[src/rtl/alu_issue_queue_pkg.sv]
// Shared types and constants for the ALU issue queue and its register scoreboard.
//   REG_IDX_W / NUM_REGS : architectural register file geometry
//   alu_iq_src_t         : source-operand descriptor held per queue entry
//   alu_iq_entry_t       : full dispatcher->ALU entry at the default payload width
//   src_ready()          : one source operand is satisfied by the scoreboard
package alu_issue_queue_pkg;

  localparam int REG_IDX_W        = 5;
  localparam int NUM_REGS         = 32;
  localparam int ALU_IQ_PAYLOAD_W = 128;

  typedef logic [REG_IDX_W-1:0] reg_idx_t;

  typedef struct packed {
    reg_idx_t rs1;
    reg_idx_t rs2;
    logic     uses_rs1;
    logic     uses_rs2;
  } alu_iq_src_t;

  // Complete entry at the default width. The queue keeps sources and payload in
  // separate arrays so the payload width can stay a module parameter.
  typedef struct packed {
    alu_iq_src_t                 src;
    logic [ALU_IQ_PAYLOAD_W-1:0] payload;
  } alu_iq_entry_t;

  // x0 is hardwired zero, so it never waits on the scoreboard.
  function automatic logic src_ready(input logic uses, input reg_idx_t rs, input logic busy);
    return !uses || (rs == '0) || !busy;
  endfunction

endpackage

[src/rtl/alu_issue_queue_if.sv]
// Dispatcher / ALU / writeback bundle for alu_issue_queue.
//   master : dispatcher+ALU side (drives enq_*, branch_taken, sb_*)
//   slave  : the queue (drives enq_ready, issue_*, occupancy)
interface alu_issue_queue_if #(
  parameter int DEPTH     = 4,
  parameter int PAYLOAD_W = alu_issue_queue_pkg::ALU_IQ_PAYLOAD_W
);
  import alu_issue_queue_pkg::*;

  logic                   enq_valid;
  logic                   enq_ready;
  reg_idx_t               enq_rs1;
  reg_idx_t               enq_rs2;
  logic                   enq_uses_rs1;
  logic                   enq_uses_rs2;
  logic [PAYLOAD_W-1:0]   enq_payload;
  logic                   issue_valid;
  logic [PAYLOAD_W-1:0]   issue_payload;
  logic                   branch_taken;
  logic                   sb_set_valid;
  reg_idx_t               sb_set_rd;
  logic                   sb_clr_valid;
  reg_idx_t               sb_clr_rd;
  logic [$clog2(DEPTH):0] occupancy;

  modport master (
    output enq_valid, enq_rs1, enq_rs2, enq_uses_rs1, enq_uses_rs2, enq_payload,
    output branch_taken, sb_set_valid, sb_set_rd, sb_clr_valid, sb_clr_rd,
    input  enq_ready, issue_valid, issue_payload, occupancy
  );

  modport slave (
    input  enq_valid, enq_rs1, enq_rs2, enq_uses_rs1, enq_uses_rs2, enq_payload,
    input  branch_taken, sb_set_valid, sb_set_rd, sb_clr_valid, sb_clr_rd,
    output enq_ready, issue_valid, issue_payload, occupancy
  );

endinterface

[src/rtl/alu_issue_queue_reg_scoreboard.sv]
// reg_scoreboard: busy bit per architectural register for pending long-latency
// writes. Registered set/clear, two combinational read ports.
//   clk, rst              : clock, async active-high reset (all bits free)
//   i_set_valid/i_set_rd  : mark destination busy (x0 ignored)
//   i_clr_valid/i_clr_rd  : mark destination free
//   i_rd_a/b -> o_busy_a/b: registered busy state, no same-cycle bypass
module reg_scoreboard
  import alu_issue_queue_pkg::*;
(
  input  logic     clk,
  input  logic     rst,
  input  logic     i_set_valid,
  input  reg_idx_t i_set_rd,
  input  logic     i_clr_valid,
  input  reg_idx_t i_clr_rd,
  input  reg_idx_t i_rd_a,
  input  reg_idx_t i_rd_b,
  output logic     o_busy_a,
  output logic     o_busy_b
);

  logic [NUM_REGS-1:0] r_busy;
  logic [NUM_REGS-1:0] w_busy_nxt;

  // Clear is applied first so a same-cycle set of the same register wins.
  always_comb begin
    w_busy_nxt = r_busy;
    if (i_clr_valid)
      w_busy_nxt[i_clr_rd] = 1'b0;
    if (i_set_valid && (i_set_rd != '0))
      w_busy_nxt[i_set_rd] = 1'b1;
  end

  always_ff @(posedge clk or posedge rst) begin
    if (rst) r_busy <= '0;
    else     r_busy <= w_busy_nxt;
  end

  assign o_busy_a = r_busy[i_rd_a];
  assign o_busy_b = r_busy[i_rd_b];

endmodule

[src/rtl/alu_issue_queue.sv]
// alu_issue_queue: in-order issue queue in front of the ALU. Buffers decoded
// ops, holds the head until its sources are clear in the scoreboard, issues at
// most one op per cycle into a registered ALU slot, and drops everything when
// the op in the ALU slot resolves a taken branch.
//   clk, rst : clock, async active-high reset
//   bus      : alu_issue_queue_if.slave (enqueue handshake, issue slot,
//              branch_taken, scoreboard set/clear, occupancy)
module alu_issue_queue
  import alu_issue_queue_pkg::*;
#(
  parameter int DEPTH     = 4,
  parameter int PAYLOAD_W = ALU_IQ_PAYLOAD_W
) (
  input  logic              clk,
  input  logic              rst,
  alu_issue_queue_if.slave  bus
);

  localparam int PTR_W = $clog2(DEPTH);
  localparam int CNT_W = PTR_W + 1;

  alu_iq_src_t          r_src [DEPTH];
  logic [PAYLOAD_W-1:0] r_pay [DEPTH];
  logic [PTR_W-1:0]     r_rd_ptr;
  logic [PTR_W-1:0]     r_wr_ptr;
  logic [CNT_W-1:0]     r_count;
  logic                 r_issue_valid;
  logic [PAYLOAD_W-1:0] r_issue_payload;

  alu_iq_src_t w_head;
  logic        w_flush;
  logic        w_enq_ready;
  logic        w_enq;
  logic        w_busy1;
  logic        w_busy2;
  logic        w_eligible;

  assign w_head      = r_src[r_rd_ptr];
  // A taken branch only counts when the ALU actually holds an op.
  assign w_flush     = bus.branch_taken && r_issue_valid;
  assign w_enq_ready = (r_count < CNT_W'(DEPTH)) && !w_flush;
  assign w_enq       = bus.enq_valid && w_enq_ready;

  reg_scoreboard u_sb (
    .clk         (clk),
    .rst         (rst),
    .i_set_valid (bus.sb_set_valid),
    .i_set_rd    (bus.sb_set_rd),
    .i_clr_valid (bus.sb_clr_valid),
    .i_clr_rd    (bus.sb_clr_rd),
    .i_rd_a      (w_head.rs1),
    .i_rd_b      (w_head.rs2),
    .o_busy_a    (w_busy1),
    .o_busy_b    (w_busy2)
  );

  assign w_eligible = (r_count != '0) && !w_flush &&
                      src_ready(w_head.uses_rs1, w_head.rs1, w_busy1) &&
                      src_ready(w_head.uses_rs2, w_head.rs2, w_busy2);

  // Entry storage needs no reset: validity is carried entirely by r_count.
  always_ff @(posedge clk) begin
    if (w_enq) begin
      r_src[r_wr_ptr] <= '{rs1:      bus.enq_rs1,
                            rs2:      bus.enq_rs2,
                            uses_rs1: bus.enq_uses_rs1,
                            uses_rs2: bus.enq_uses_rs2};
      r_pay[r_wr_ptr] <= bus.enq_payload;
    end
  end

  always_ff @(posedge clk or posedge rst) begin
    if (rst) begin
      r_rd_ptr        <= '0;
      r_wr_ptr        <= '0;
      r_count         <= '0;
      r_issue_valid   <= 1'b0;
      r_issue_payload <= '0;
    end else if (w_flush) begin
      // Payload is left as-is; issue_valid low makes it don't-care.
      r_rd_ptr      <= '0;
      r_wr_ptr      <= '0;
      r_count       <= '0;
      r_issue_valid <= 1'b0;
    end else begin
      r_issue_valid <= w_eligible;
      if (w_eligible) begin
        r_issue_payload <= r_pay[r_rd_ptr];
        r_rd_ptr        <= r_rd_ptr + PTR_W'(1);
      end
      if (w_enq)
        r_wr_ptr <= r_wr_ptr + PTR_W'(1);
      r_count <= r_count + CNT_W'(w_enq) - CNT_W'(w_eligible);
    end
  end

  assign bus.enq_ready     = w_enq_ready;
  assign bus.issue_valid   = r_issue_valid;
  assign bus.issue_payload = r_issue_payload;
  assign bus.occupancy     = r_count;

endmodule

[src/flat_wrapper.sv]
// flat-port wrapper written by rule: the top's interface ports become plain ports
module alu_issue_queue_flat import alu_issue_queue_pkg::*;
#(
  parameter int DEPTH     = 4,
  parameter int PAYLOAD_W = ALU_IQ_PAYLOAD_W
)
  (clk, rst, bus_enq_valid, bus_enq_rs1, bus_enq_rs2, bus_enq_uses_rs1, bus_enq_uses_rs2, bus_enq_payload, bus_branch_taken, bus_sb_set_valid, bus_sb_set_rd, bus_sb_clr_valid, bus_sb_clr_rd, bus_enq_ready, bus_issue_valid, bus_issue_payload, bus_occupancy);
  alu_issue_queue_if #(.DEPTH(DEPTH), .PAYLOAD_W(PAYLOAD_W)) bus_i ();
  input  logic clk;
  input  logic rst;
  input wire logic [$bits(bus_i.enq_valid)-1:0] bus_enq_valid;
  input wire logic [$bits(bus_i.enq_rs1)-1:0] bus_enq_rs1;
  input wire logic [$bits(bus_i.enq_rs2)-1:0] bus_enq_rs2;
  input wire logic [$bits(bus_i.enq_uses_rs1)-1:0] bus_enq_uses_rs1;
  input wire logic [$bits(bus_i.enq_uses_rs2)-1:0] bus_enq_uses_rs2;
  input wire logic [$bits(bus_i.enq_payload)-1:0] bus_enq_payload;
  input wire logic [$bits(bus_i.branch_taken)-1:0] bus_branch_taken;
  input wire logic [$bits(bus_i.sb_set_valid)-1:0] bus_sb_set_valid;
  input wire logic [$bits(bus_i.sb_set_rd)-1:0] bus_sb_set_rd;
  input wire logic [$bits(bus_i.sb_clr_valid)-1:0] bus_sb_clr_valid;
  input wire logic [$bits(bus_i.sb_clr_rd)-1:0] bus_sb_clr_rd;
  output wire logic [$bits(bus_i.enq_ready)-1:0] bus_enq_ready;
  output wire logic [$bits(bus_i.issue_valid)-1:0] bus_issue_valid;
  output wire logic [$bits(bus_i.issue_payload)-1:0] bus_issue_payload;
  output wire logic [$bits(bus_i.occupancy)-1:0] bus_occupancy;
  assign bus_i.enq_valid = bus_enq_valid;
  assign bus_i.enq_rs1 = bus_enq_rs1;
  assign bus_i.enq_rs2 = bus_enq_rs2;
  assign bus_i.enq_uses_rs1 = bus_enq_uses_rs1;
  assign bus_i.enq_uses_rs2 = bus_enq_uses_rs2;
  assign bus_i.enq_payload = bus_enq_payload;
  assign bus_i.branch_taken = bus_branch_taken;
  assign bus_i.sb_set_valid = bus_sb_set_valid;
  assign bus_i.sb_set_rd = bus_sb_set_rd;
  assign bus_i.sb_clr_valid = bus_sb_clr_valid;
  assign bus_i.sb_clr_rd = bus_sb_clr_rd;
  assign bus_enq_ready = bus_i.enq_ready;
  assign bus_issue_valid = bus_i.issue_valid;
  assign bus_issue_payload = bus_i.issue_payload;
  assign bus_occupancy = bus_i.occupancy;
  alu_issue_queue #(.DEPTH(DEPTH), .PAYLOAD_W(PAYLOAD_W)) u_core (.clk(clk), .rst(rst), .bus(bus_i));
endmodule
[config.mk]
export PLATFORM = sky130hd
export DESIGN_NAME = alu_issue_queue_flat
export DESIGN_NICKNAME = d
export VERILOG_FILES = /design/src/rtl/alu_issue_queue_pkg.sv /design/src/rtl/alu_issue_queue_if.sv /design/src/rtl/alu_issue_queue_reg_scoreboard.sv /design/src/rtl/alu_issue_queue.sv /design/src/flat_wrapper.sv
export SDC_FILE = /design/constraint.sdc
export NUM_CORES = 1
export LEC_CHECK = 0
export CAP_MARGIN = 40
export CORE_MARGIN = 2
export CORE_UTILIZATION = 50
export CTS_CLUSTER_SIZE = 28
export DETAILED_ROUTE_END_ITERATION = 10
export PLACE_DENSITY_LB_ADDON = 0.12
export SYNTH_ARGS = -nofsm -noshare
export SYNTH_HDL_FRONTEND = slang
export SYNTH_SLANG_ARGS = --single-unit
export TNS_END_PERCENT = 20
[constraint.sdc]
create_clock -name clk -period 16.2 [get_ports clk]
set_clock_uncertainty 0.2 [all_clocks]
set_input_delay 3.24 -clock clk [delete_from_list [all_inputs] [get_ports clk]]
set_output_delay 3.24 -clock clk [all_outputs]
set_load 0.03 [all_outputs]
# Word-level counts from Yosys, hierarchy flattened
# Memory sizes are Yosys's and may differ from the RTL's. A register that Yosys moved wholly into a read port is not among the register bits.
# Index checks and enable logic that the tools add are counted.
[word_totals]
ff_bits = 40
ram_bits = 560
in_bits = 156
output_inout_bits = 133
word_cells = 65
n_memories = 2
[op_classes]
n_addsub = 4
order_cmp = 7
mux = 18
n_bitwise = 4
reduce_logical = 25
[memory_table]
columns = ["memory", "words", "width", "rd", "rd_clocked_by_memory_dff", "wr", "line", "text"]
rows = [
  ["u_core.r_pay", 4, 128, 1, 1, 1, "alu_issue_queue.sv:23", "logic [PAYLOAD_W-1:0] r_pay [DEPTH];"],
  ["u_core.r_src", 4, 12, 1, 0, 1, "alu_issue_queue.sv:22", "alu_iq_src_t r_src [DEPTH];"],
]
[ops]
columns = ["cell", "count"]
rows = [
  ["32-bit 2-to-1 mux", 2],
  ["32-bit bitwise AND", 1],
  ["32-bit inverter", 1],
  ["32-bit OR", 1],
  ["5-bit by 6-bit less-than comparator with 1-bit output, second input constant", 4],
  ["1-bit binary-select mux with 5-bit select", 2],
  ["1-bit demux with 5-bit select", 2],
  ["5-bit by 1-bit greater-or-equal comparator with 1-bit output, second input constant", 2],
  ["5-bit zero test", 2],
  ["1-bit logical AND", 9],
  ["2-bit 2-to-1 mux", 4],
  ["1-bit 2-to-1 mux", 7],
  ["1-bit zero test", 5],
  ["5-bit nonzero test", 1],
  ["2-bit by 1-bit adder with 2-bit output, second input constant", 2],
  ["1-bit logical OR", 4],
  ["2-bit nonzero test", 2],
  ["3-bit by 1-bit adder with 3-bit output", 1],
  ["3-bit less-than comparator, second input constant", 1],
  ["3-bit 2-to-1 mux", 1],
  ["3-bit nonzero test", 1],
  ["3-bit by 1-bit subtractor with 3-bit output", 1],
  ["2-bit AND reduction", 1],
  ["1-bit inverter", 1],
]

# Logic depth before layout (Yosys ltp)
# Gate-level depths: netlist of the first run.
[depth]
depth_word = 9
depth_mapped = 17
depth_no_buf = 14

# Cells and area by module
# A second synthesis of the first run with hierarchy kept.
[hier_totals]
cells_unflattened = 1264
area_unflattened_um2 = 27654.0
[modules_own_cells]
columns = ["mod", "n_inst", "cells_per_inst", "area_each_um2", "seq_area_each_um2"]
rows = [
  ["alu_issue_queue", 1, 1059, 25702.2, 20219.4],
  ["reg_scoreboard", 1, 205, 1951.9, 800.8],
]

# Worst setup path after synthesis of the first run
# No wires, ideal clock.
[synth_timing]
path_type = "input port to flip-flop"
startpoint = "in bus_enq_valid"
endpoint = "mem u_core.r_pay[0][0] in the netlist's numbering, enable pin"
setup_time_ns = 0.517
arrival_ns = 6.805
path_slack_ns = 8.678
cell_stages = 2
n_path_buf = 0
cell_sequence = "nor2b_1 and3_1"
[synth_between]
elab_chain_cells = 3
[synth_rtl]
columns = ["item", "line", "text"]
rows = [
  ["from (decl)", "flat_wrapper.sv:11", "input wire logic [$bits(bus_i.enq_valid)-1:0] bus_enq_valid;"],
  ["1-bit logical AND", "alu_issue_queue.sv:42", "assign w_enq = bus.enq_valid && w_enq_ready;"],
  ["1-bit 2-to-1 mux", "alu_issue_queue.sv:63", "if (w_enq) begin"],
  ["1-bit 2-to-1 mux (implied by the code)", "alu_issue_queue.sv:68", "r_pay[r_wr_ptr] <= bus.enq_payload;"],
  ["to (decl)", "alu_issue_queue.sv:23", ""],
]
# No other way between the ends.

# Worst setup path after layout of the first run
[layout_timing]
startpoint = "in bus_branch_taken"
endpoint = "out bus_enq_ready"
[layout_between]
elab_chain_cells = 3
[layout_rtl]
columns = ["item", "line", "text"]
rows = [
  ["from (decl)", "flat_wrapper.sv:17", "input wire logic [$bits(bus_i.branch_taken)-1:0] bus_branch_taken;"],
  ["1-bit logical AND", "alu_issue_queue.sv:40", "assign w_flush = bus.branch_taken && r_issue_valid;"],
  ["1-bit zero test", "alu_issue_queue.sv:41", "assign w_enq_ready = (r_count < CNT_W'(DEPTH)) && !w_flush;"],
  ["1-bit logical AND", "alu_issue_queue.sv:41", ""],
  ["to (decl)", "flat_wrapper.sv:22", "output wire logic [$bits(bus_i.enq_ready)-1:0] bus_enq_ready;"],
]
# No other way between the ends.

==> results of run 1 <==
[worst max-delay path by stage]
stage / cells past startpoint / startpoint / end / slack (ns)
4_1_cts: 4 / bus_branch_taken / bus_enq_ready / 7.93
3_5_place_dp: 4 / bus_branch_taken / bus_enq_ready / 7.93
6_report: 4 / bus_branch_taken / bus_enq_ready / 7.95
5_1_grt: 4 / bus_branch_taken / bus_enq_ready / 7.90
3_3_place_gp: 4 / bus_branch_taken / bus_enq_ready / 7.88
2_1_floorplan: 1 / rst / u_core.bus.issue_payload[0]$_DFFE_PP0P_ / 8.21
[cell type report]
type | instances | area share [%]
inverter | 10 | 0.135
sequential | 728 | 62.8
clock inverter | 28 | 0.497
timing repair buffer | 312 | 9.70
antenna | 6 | 0.0448
clock buffer | 110 | 6.43
multi-input combinational | 464 | 17.8
tap | 696 | 2.60
[flip-flops by register name, summed over array words and instances, names as in the netlist]
register and flops:
u_core.bus.issue_payload 128, u_core.bus.issue_valid 1, u_core.bus.occupancy 3, u_core.r_pay 512, u_core.r_rd_ptr 2, u_core.r_src 48, u_core.r_wr_ptr 2, u_core.u_sb.r_busy 32
[cell families after synthesis]
group                    Yosys count  synth area share (%)
buffers and inverters             64                  1.31
XOR/XNOR                           4                 0.128
AND/OR/NAND/NOR                   69                  1.46
flip-flops                       728                  77.0
adder cells (fa/ha/maj)            7                 0.348
multiplexers                     302                  18.1
AO/OA/AOI/OAI                     82                  1.67
[layout by cell type, fill, tap and decap left out, types with 14 or more instances in the layout]
cell type          n
edfxtp_1         560
clkdlybuf4s50_1  288
mux2_1            19
dfrtp_1          166
clkbuf_1          24
nand2_1           14
mux4_2           141
o21ai_0           64
buf_4             14
mux2i_1           30
mux2_2           112
clkbuf_16         78
[per-layer routing]
layer	part of all wire [%]	global-route usage [%]	wire, um
met4	2.7	6.29	1520
met2	50	33.6	28100
met3	7.0	6.76	3950
met1	41	26.5	22900
met5	0.18	0	101
[stage by stage]
| step | instances | cell area (um2) |
|---|---|---|
| floorplan | 1256 | 27300 |
| global placement | 2201 | 30900 |
| detailed placement | 2210 | 31200 |
| CTS | 2348 | 33500 |
| global route | 2350 | 33500 |
| finish | 2354 | 33500 |
[power by group]
| group | total, uW | internal [uW] | switching, uW |
|---|---|---|---|
| clock network | 1610 | 924 | 682 |
| registers | 2600 | 2420 | 177 |
| logic | 2400 | 1170 | 1230 |
| total | 6610 | 4520 | 2090 |
[critical path: cells and delay by family]
kind	cells	cell delay (ns)
buffers and inverters	2	1.15
AND/OR/NAND/NOR	2	0.42
==> impl_metrics.ini, run 1 <==
[status]
status = completed

[clock_tree]
clock_sinks = 728
post_cts_buffers = 0
cts_tree = done
clk_path_buf_depth = 3
clock_latency_ns = 0.60
postCtsHoldBufs = 0
htreeDepth = 3
numCtsBuffers = 75
cts_resized = 0
clk_pin_slew_ns = 0.05
cts_root_buffer = clkbuf_16

[placement]
gp_routability_congestion = 0.841
pre_cts_ws_ns = 7.93
io_buffers = 288
dp.final_hpwl_um = 34100

[route]
ant_nets = 0
wl_per_cell_um = 24.1
routed_wl_um = 56600
first_iter_violations = 868
vias = 13200
firstDrtPassIters = 5
post-route-drc-count = 0
viasPerCell = 5.59

[setup_path]
critPathLaunchType = input port
rr_worst_depth = 9
criticalPathCategory = in -> out
cp-end-kind = primary output
crit_chain = clkdlybuf4s50_1 > and2_1 > nor2_1 > clkdlybuf4s50_1
path_max_fanout = 6
critPathMaxStageDelay_ns = 0.71
cp.arrival_ns = 4.81
r2r-start = u_core.r_rd_ptr[0]$_DFFE_PP0P_
r2r_end = u_core.bus.issue_payload[44]$_DFFE_PP0P_
r2r_slack_ns = 11.08
cp_slowest_cell = clkdlybuf4s50_1
worst_ep_required_time_ns = 12.76
cp_common_cell = clkdlybuf4s50_1

[final_layout]
utilization_pct = 62.1
area_growth_pct = 22.6
seqCellArea_um2 = 21000
fill_cells = 3815
fin_nets = 1754
drive_gt1_share_pct = 23.8
multi_input_area_um2 = 5960

[floorplan]
die_area_um2 = 56500
rows = 85
die_w_um = 238
core_area_um2 = 53900
die_h_um = 238
start_util_pct = 50.7
pin_count = 289

[synth]
syn_area_um2 = 27300
yosys-top-cells-area = edfxtp_1 (62%), dfrtp_1 (15%), mux4_2 (12%), mux2_2 (4.6%), o21ai_0 (1.2%)
synth-edff-count = 560
ys_warn_count = 0
synth.avg_cell_area_um2 = 21.7
yosysTopAreaCellShare_pct = 61.6
ys_ff_latch = 728
synth_ff_type = edfxtp_1
yosys-top-cells-count = edfxtp_1 (560), dfrtp_1 (168), mux4_2 (141)
async_flop_share_pct = 23.1
synth_top_area_cell = edfxtp_1
yosysMostFrequentCell = edfxtp_1
synthesis.nets = 1419
yosysSeqAreaShare_pct = 77.0
synth_cells = 1256
synth_cell_type_count = 42

[timing]
fin_setup_tns_ns = 0
max_freq_mhz = 121
finalHoldWorstSlack_ns = 0.281
drv_slew = 0
fin_ws_ns = 7.95
grt_setup_unrepaired = false
relSlewSlack_pct = 39.4
hold_violations = 0
setup_violations = 0
worstMarginPinSlew_ns = 0.910
finalCriticalPeriod_ns = 8.25
period_share_pct = 50.9

[global_route]
grt_usage_pct = 20.6
grt_pass1_vias = 14000
overflow = 0
grt_max_degree = 105
grt_pass1_wl_um = 86000
grt_antenna_before_repair = 13

[pwr]
power.density_nw_per_um2 = 197
leakage_uw = 0.0114
total_power_uw = 6610
ir_drop_mv = 0.133

[min_path]
min_path_type = reg -> reg
hold_depth = 1
hold_end = u_core.bus.issue_payload[90]$_DFFE_PP0P_
holdCritStartpoint = u_core.bus.issue_payload[90]$_DFFE_PP0P_

[job]
max-cap-violations = 0
(Power assumes the default switching activity.)
==> run 2, diff against run 1 <==
==> constraint.sdc (replaced) <==
create_clock -name clk -period 8.34 [get_ports clk]
set_clock_uncertainty 0.2 [all_clocks]
set_input_delay 1.668 -clock clk [delete_from_list [all_inputs] [get_ports clk]]
set_output_delay 1.668 -clock clk [all_outputs]
set_load 0.03 [all_outputs]
==> impl_metrics.ini, run 2 (synthesis gave the netlist of run 1 again) <==
[route]
first_iter_violations = 841
wl_per_cell_um = 24.6
firstDrtPassIters = 5
ant_nets = 0
routed_wl_um = 57400
vias = 13200
post-route-drc-count = 0
viasPerCell = 5.65

[timing]
grt_setup_unrepaired = false
worstMarginPinSlew_ns = 0.877
finalCriticalPeriod_ns = 5.11
finalHoldWorstSlack_ns = 0.286
setup_violations = 0
relSlewSlack_pct = 41.6
fin_setup_tns_ns = 0
fin_ws_ns = 3.23
period_share_pct = 61.2
hold_violations = 0
drv_slew = 0
max_freq_mhz = 196

[global_route]
grt_max_degree = 124
grt_usage_pct = 21.0
overflow = 0
grt_antenna_before_repair = 9
grt_pass1_wl_um = 87200
grt_pass1_vias = 13900

[setup_path]
cp-end-kind = register
criticalPathCategory = reg -> reg
r2r_end = u_core.bus.issue_payload[34]$_DFFE_PP0P_
rr_worst_depth = 9
path_max_fanout = 99
critPathLaunchType = register
worst_ep_required_time_ns = 8.62
r2r-start = u_core.r_rd_ptr[0]$_DFFE_PP0P_
cp.arrival_ns = 5.38
r2r_slack_ns = 3.23

[floorplan]
rows = 85
pin_count = 289
core_area_um2 = 53900
start_util_pct = 50.7
die_h_um = 238
die_w_um = 238
die_area_um2 = 56500

[clock_tree]
clock_sinks = 728
postCtsHoldBufs = 0
cts_tree = done
numCtsBuffers = 75
clk_path_buf_depth = 3
cts_resized = 0
post_cts_buffers = 0
clock_latency_ns = 0.60
clk_pin_slew_ns = 0.06
cts_root_buffer = clkbuf_16
htreeDepth = 3

[pwr]
ir_drop_mv = 0.467
leakage_uw = 0.0113
power.density_nw_per_um2 = 386

[min_path]
holdCritStartpoint = u_core.bus.issue_payload[11]$_DFFE_PP0P_
min_path_type = reg -> reg
hold_end = u_core.bus.issue_payload[11]$_DFFE_PP0P_
hold_depth = 1

[job]
max-cap-violations = 0

[placement]
io_buffers = 288
pre_cts_ws_ns = 3.13
gp_routability_congestion = 0.925
dp.final_hpwl_um = 32800

[final_layout]
drive_gt1_share_pct = 23.2
largest_reg_flops = 512
final_cell_mix = edfxtp_1 (560), clkdlybuf4s50_1 (288), dfrtp_1 (166), mux4_2 (141), mux2_2 (112)
regMostFlops = u_core.r_pay
fill_cells = 3820
area_growth_pct = 22.1
final_common_cell = edfxtp_1
fin_nets = 1743

[status]
status = completed
-- run 2: changes by cell type in the layout (fill, tap and decap cells not counted), moves of 3 or more --
cell       previous run  this run
bufinv_16             0         3
buf_12                2         6
buf_4                14         4
clkinv_1             12         9
clkinv_8              3         0
clkbuf_1             24        27
buf_16                8         3
-- run 2: report_power, final --
part | leakage (uW) | switching [uW] | total [uW] | internal [uW]
registers | 0.00707 | 347 | 5060 | 4710
clock network | 0.00114 | 1320 | 3180 | 1860
logic | 0.00310 | 2410 | 4650 | 2250
total | 0.0113 | 4080 | 12900 | 8820
-- run 2: routing by layer --
layer | vias to the layer above | global-route usage, % | share of wire [%]
met5 | - | 0 | 0.12
met2 | 380 | 33.4 | 49
li1 | 5784 | - | -
met3 | 95 | 5.85 | 7.4
met4 | 10 | 6.38 | 2.0
met1 | 6950 | 28.4 | 41
-- run 2: worst max-delay path by stage --
stage	cells after the start	startpoint	to	slack [ns]
3_3_place_gp	9	u_core.r_rd_ptr[0]$_DFFE_PP0P_	u_core.bus.issue_payload[33]$_DFFE_PP0P_	3.15
2_1_floorplan	1	rst	u_core.bus.issue_payload[0]$_DFFE_PP0P_	1.93
6_report	9	u_core.r_rd_ptr[0]$_DFFE_PP0P_	u_core.bus.issue_payload[34]$_DFFE_PP0P_	3.23
3_5_place_dp	9	u_core.r_rd_ptr[0]$_DFFE_PP0P_	u_core.bus.issue_payload[59]$_DFFE_PP0P_	3.13
5_1_grt	9	u_core.r_rd_ptr[0]$_DFFE_PP0P_	u_core.bus.issue_payload[34]$_DFFE_PP0P_	2.89
4_1_cts	9	u_core.r_rd_ptr[0]$_DFFE_PP0P_	u_core.bus.issue_payload[34]$_DFFE_PP0P_	3.12
-- run 2: stage by stage --
| stage | instances | power, uW | utilization [%] | cell area [um2] |
|---|---|---|---|---|
| 6_report | 2339 | 12900 | 61.9 | 33400 |
| 5_1_grt | 2336 | 13500 | 61.9 | 33400 |
| 4_1_cts | 2335 | 13100 | 61.9 | 33400 |
| 3_5_place_dp | 2199 | 9870 | 57.5 | 31000 |
| 3_3_place_gp | 2196 | 9780 | 57.4 | 30900 |
| 2_1_floorplan | 1256 | 8410 | - | 27300 |
-- run 2: critical path, cell delays in order (launching register included) --
cell and delay, ns:
dfrtp_4 0.88, buf_12 0.58, mux4_2 0.73, mux4_2 0.32, nand2_1 0.08, o211ai_1 0.09
nand4_1 0.16, and4bb_4 0.72, buf_12 0.58, mux2_2 0.42
-- run 2: cell type report --
type                            count  area [um2]  area share (%)
Inverter                           10        45.0           0.135
Clock inverter                     25         206           0.619
Multi-Input combinational cell    464        5960            17.9
Timing Repair Buffer              301        3120            9.34
Clock buffer                      111        2120            6.37
Sequential cell                   728       21000            63.0
Tap cell                          696         871            2.61
Antenna cell                        4        10.0          0.0300
==> run 3, diff against run 2 <==
==> constraint.sdc (replaced) <==
create_clock -name clk -period 4.8 [get_ports clk]
set_clock_uncertainty 0.2 [all_clocks]
set_input_delay 0.96 -clock clk [delete_from_list [all_inputs] [get_ports clk]]
set_output_delay 0.96 -clock clk [all_outputs]
set_load 0.03 [all_outputs]
==> impl_metrics.ini, run 3 (synthesis gave the netlist of run 1 again) <==
[status]
status = completed

[setup_path]
r2r_end = u_core.bus.occupancy[2]$_DFF_PP0_
critPathLaunch = u_core.r_rd_ptr[0]$_DFFE_PP0P_
path_max_fanout = 23
cp-end-kind = register
cp.arrival_ns = 4.43
r2r-start = u_core.r_rd_ptr[0]$_DFFE_PP0P_
critPathLaunchType = register
worst_ep_required_time_ns = 5.08
criticalPathCategory = reg -> reg
rr_worst_depth = 14
r2r_slack_ns = 0.65

[timing]
finalCriticalPeriod_ns = 4.15
grt_setup_unrepaired = false
relSlewSlack_pct = 51.0
hold_violations = 0
period_share_pct = 86.5
drv_slew = 0
max_freq_mhz = 241
setup_violations = 0
worstMarginPinSlew_ns = 0.735

[global_route]
met2_usage_pct = 34.2
grt.busiest_layer = met2
globalRouteMet3Util_pct = 5.82
grt_pass1_vias = 14100
grt_antenna_before_repair = 8
overflow = 0
grt_use_met1_pct = 26.5
grt_pass1_wl_um = 86600
grt_usage_pct = 20.6
grt_max_degree = 74

[placement]
io_buffers = 288
gp_routability_congestion = 0.888
dp.final_hpwl_um = 33500
placed_cell_area_um2 = 31200
dp.cells = 2211

[clock_tree]
cts_resized = 0
clk_pin_slew_ns = 0.06
clock_latency_ns = 0.60
postCtsHoldBufs = 0
post_cts_buffers = 0
numCtsBuffers = 76
clock_sinks = 728
cts_root_buffer = clkbuf_16
htreeDepth = 3
clk_path_buf_depth = 3
cts_tree = done

[floorplan]
die_w_um = 238
start_util_pct = 50.7
die_area_um2 = 56500
core_area_um2 = 53900
rows = 85
pin_count = 289
die_h_um = 238

[final_layout]
fin_nets = 1756
final_common_cell = edfxtp_1
fill_cells = 3823
largest_reg_flops = 512
final_area_um2 = 33600
drive_gt1_share_pct = 24.1
final_cell_mix = edfxtp_1 (560), clkdlybuf4s50_1 (288), dfrtp_1 (166), mux4_2 (141), mux2_2 (112)
area_growth_pct = 23.0
final_cells = 2353
regMostFlops = u_core.r_pay

[route]
routed_wl_um = 56900
ant_nets = 0
wl_per_cell_um = 24.2
post-route-drc-count = 0
first_iter_violations = 836
vias = 13200
viasPerCell = 5.62
firstDrtPassIters = 4

[job]
max-cap-violations = 0

[pwr]
power.density_nw_per_um2 = 673
ir_drop_mv = 0.372
leakage_uw = 0.0114
total_power_uw = 22600

[min_path]
hold_end = u_core.bus.issue_payload[91]$_DFFE_PP0P_
min_path_type = reg -> reg
holdCritStartpoint = u_core.bus.issue_payload[91]$_DFFE_PP0P_
hold_depth = 1
[run 3: cell types whose count changed in the layout (fill, tap and decap cells not counted), sizes merged]
cell and delta:
buf +12, bufinv -1, clkbuf +8, clkinv -8, clkinvlp +2, diode -1
inv +2
[run 3: critical path, stage by stage (launching register included)]
cell,delay (ns)
dfrtp_4,0.73
mux4_2,0.72
mux4_2,0.49
nand2_1,0.09
o211ai_1,0.10
nand4_1,0.12
nor4bb_1,0.33
ha_1,0.29
inv_1,0.06
ha_1,0.12
inv_1,0.05
fa_1,0.39
xor2_1,0.16
xnor2_1,0.14
nor2_1,0.06
[run 3: report_power, final]
part | switching [uW] | internal [uW]
sequential | 638 | 8180
combinational | 4160 | 4010
clock | 2310 | 3310
[run 3: layout make-up]
type	count	area (um2)	share of cell area [%]
Multi-Input combinational cell	464	5960	17.7
Antenna cell	3	7.51	0.0223
Inverter	10	41.3	0.123
Timing Repair Buffer	313	3290	9.78
Sequential cell	728	21000	62.6
Tap cell	696	871	2.59
Clock buffer	119	2230	6.63
Clock inverter	20	180	0.536
[run 3: worst max path at each step]
| stage | to | slack, ns | depth (start not counted) |
|---|---|---|---|
| final | u_core.bus.occupancy[2]$_DFF_PP0_ | 0.65 | 14 |
| after global routing | u_core.bus.occupancy[2]$_DFF_PP0_ | 0.35 | 14 |
| after CTS | u_core.bus.occupancy[2]$_DFF_PP0_ | 0.59 | 14 |
| after detailed placement | u_core.bus.occupancy[2]$_DFF_PP0_ | 0.59 | 14 |
| after global placement | u_core.bus.occupancy[2]$_DFF_PP0_ | 0.65 | 14 |
| after floorplan | u_core.r_pay[0][0]$_DFFE_PP_ | -0.44 | 2 |
[run 3: through the flow]
stage	hold slack, ns	TNS (ns)	setup slack [ns]	util, %
after floorplan	0.257	-247.39	-0.442	-
after global placement	0.267	0	0.654	57.7
after detailed placement	0.278	0	0.588	57.8
after CTS	0.291	0	0.588	62.3
after global routing	0.306	0	0.346	62.3
final	0.284	0	0.647	62.3
[run 3: metal layers]
layer / share of wire [%] / wire length (um)
met1: 41 / 23300
met2: 50 / 28600
met3: 6.1 / 3480
met4: 2.5 / 1410
met5: 0.12 / 71
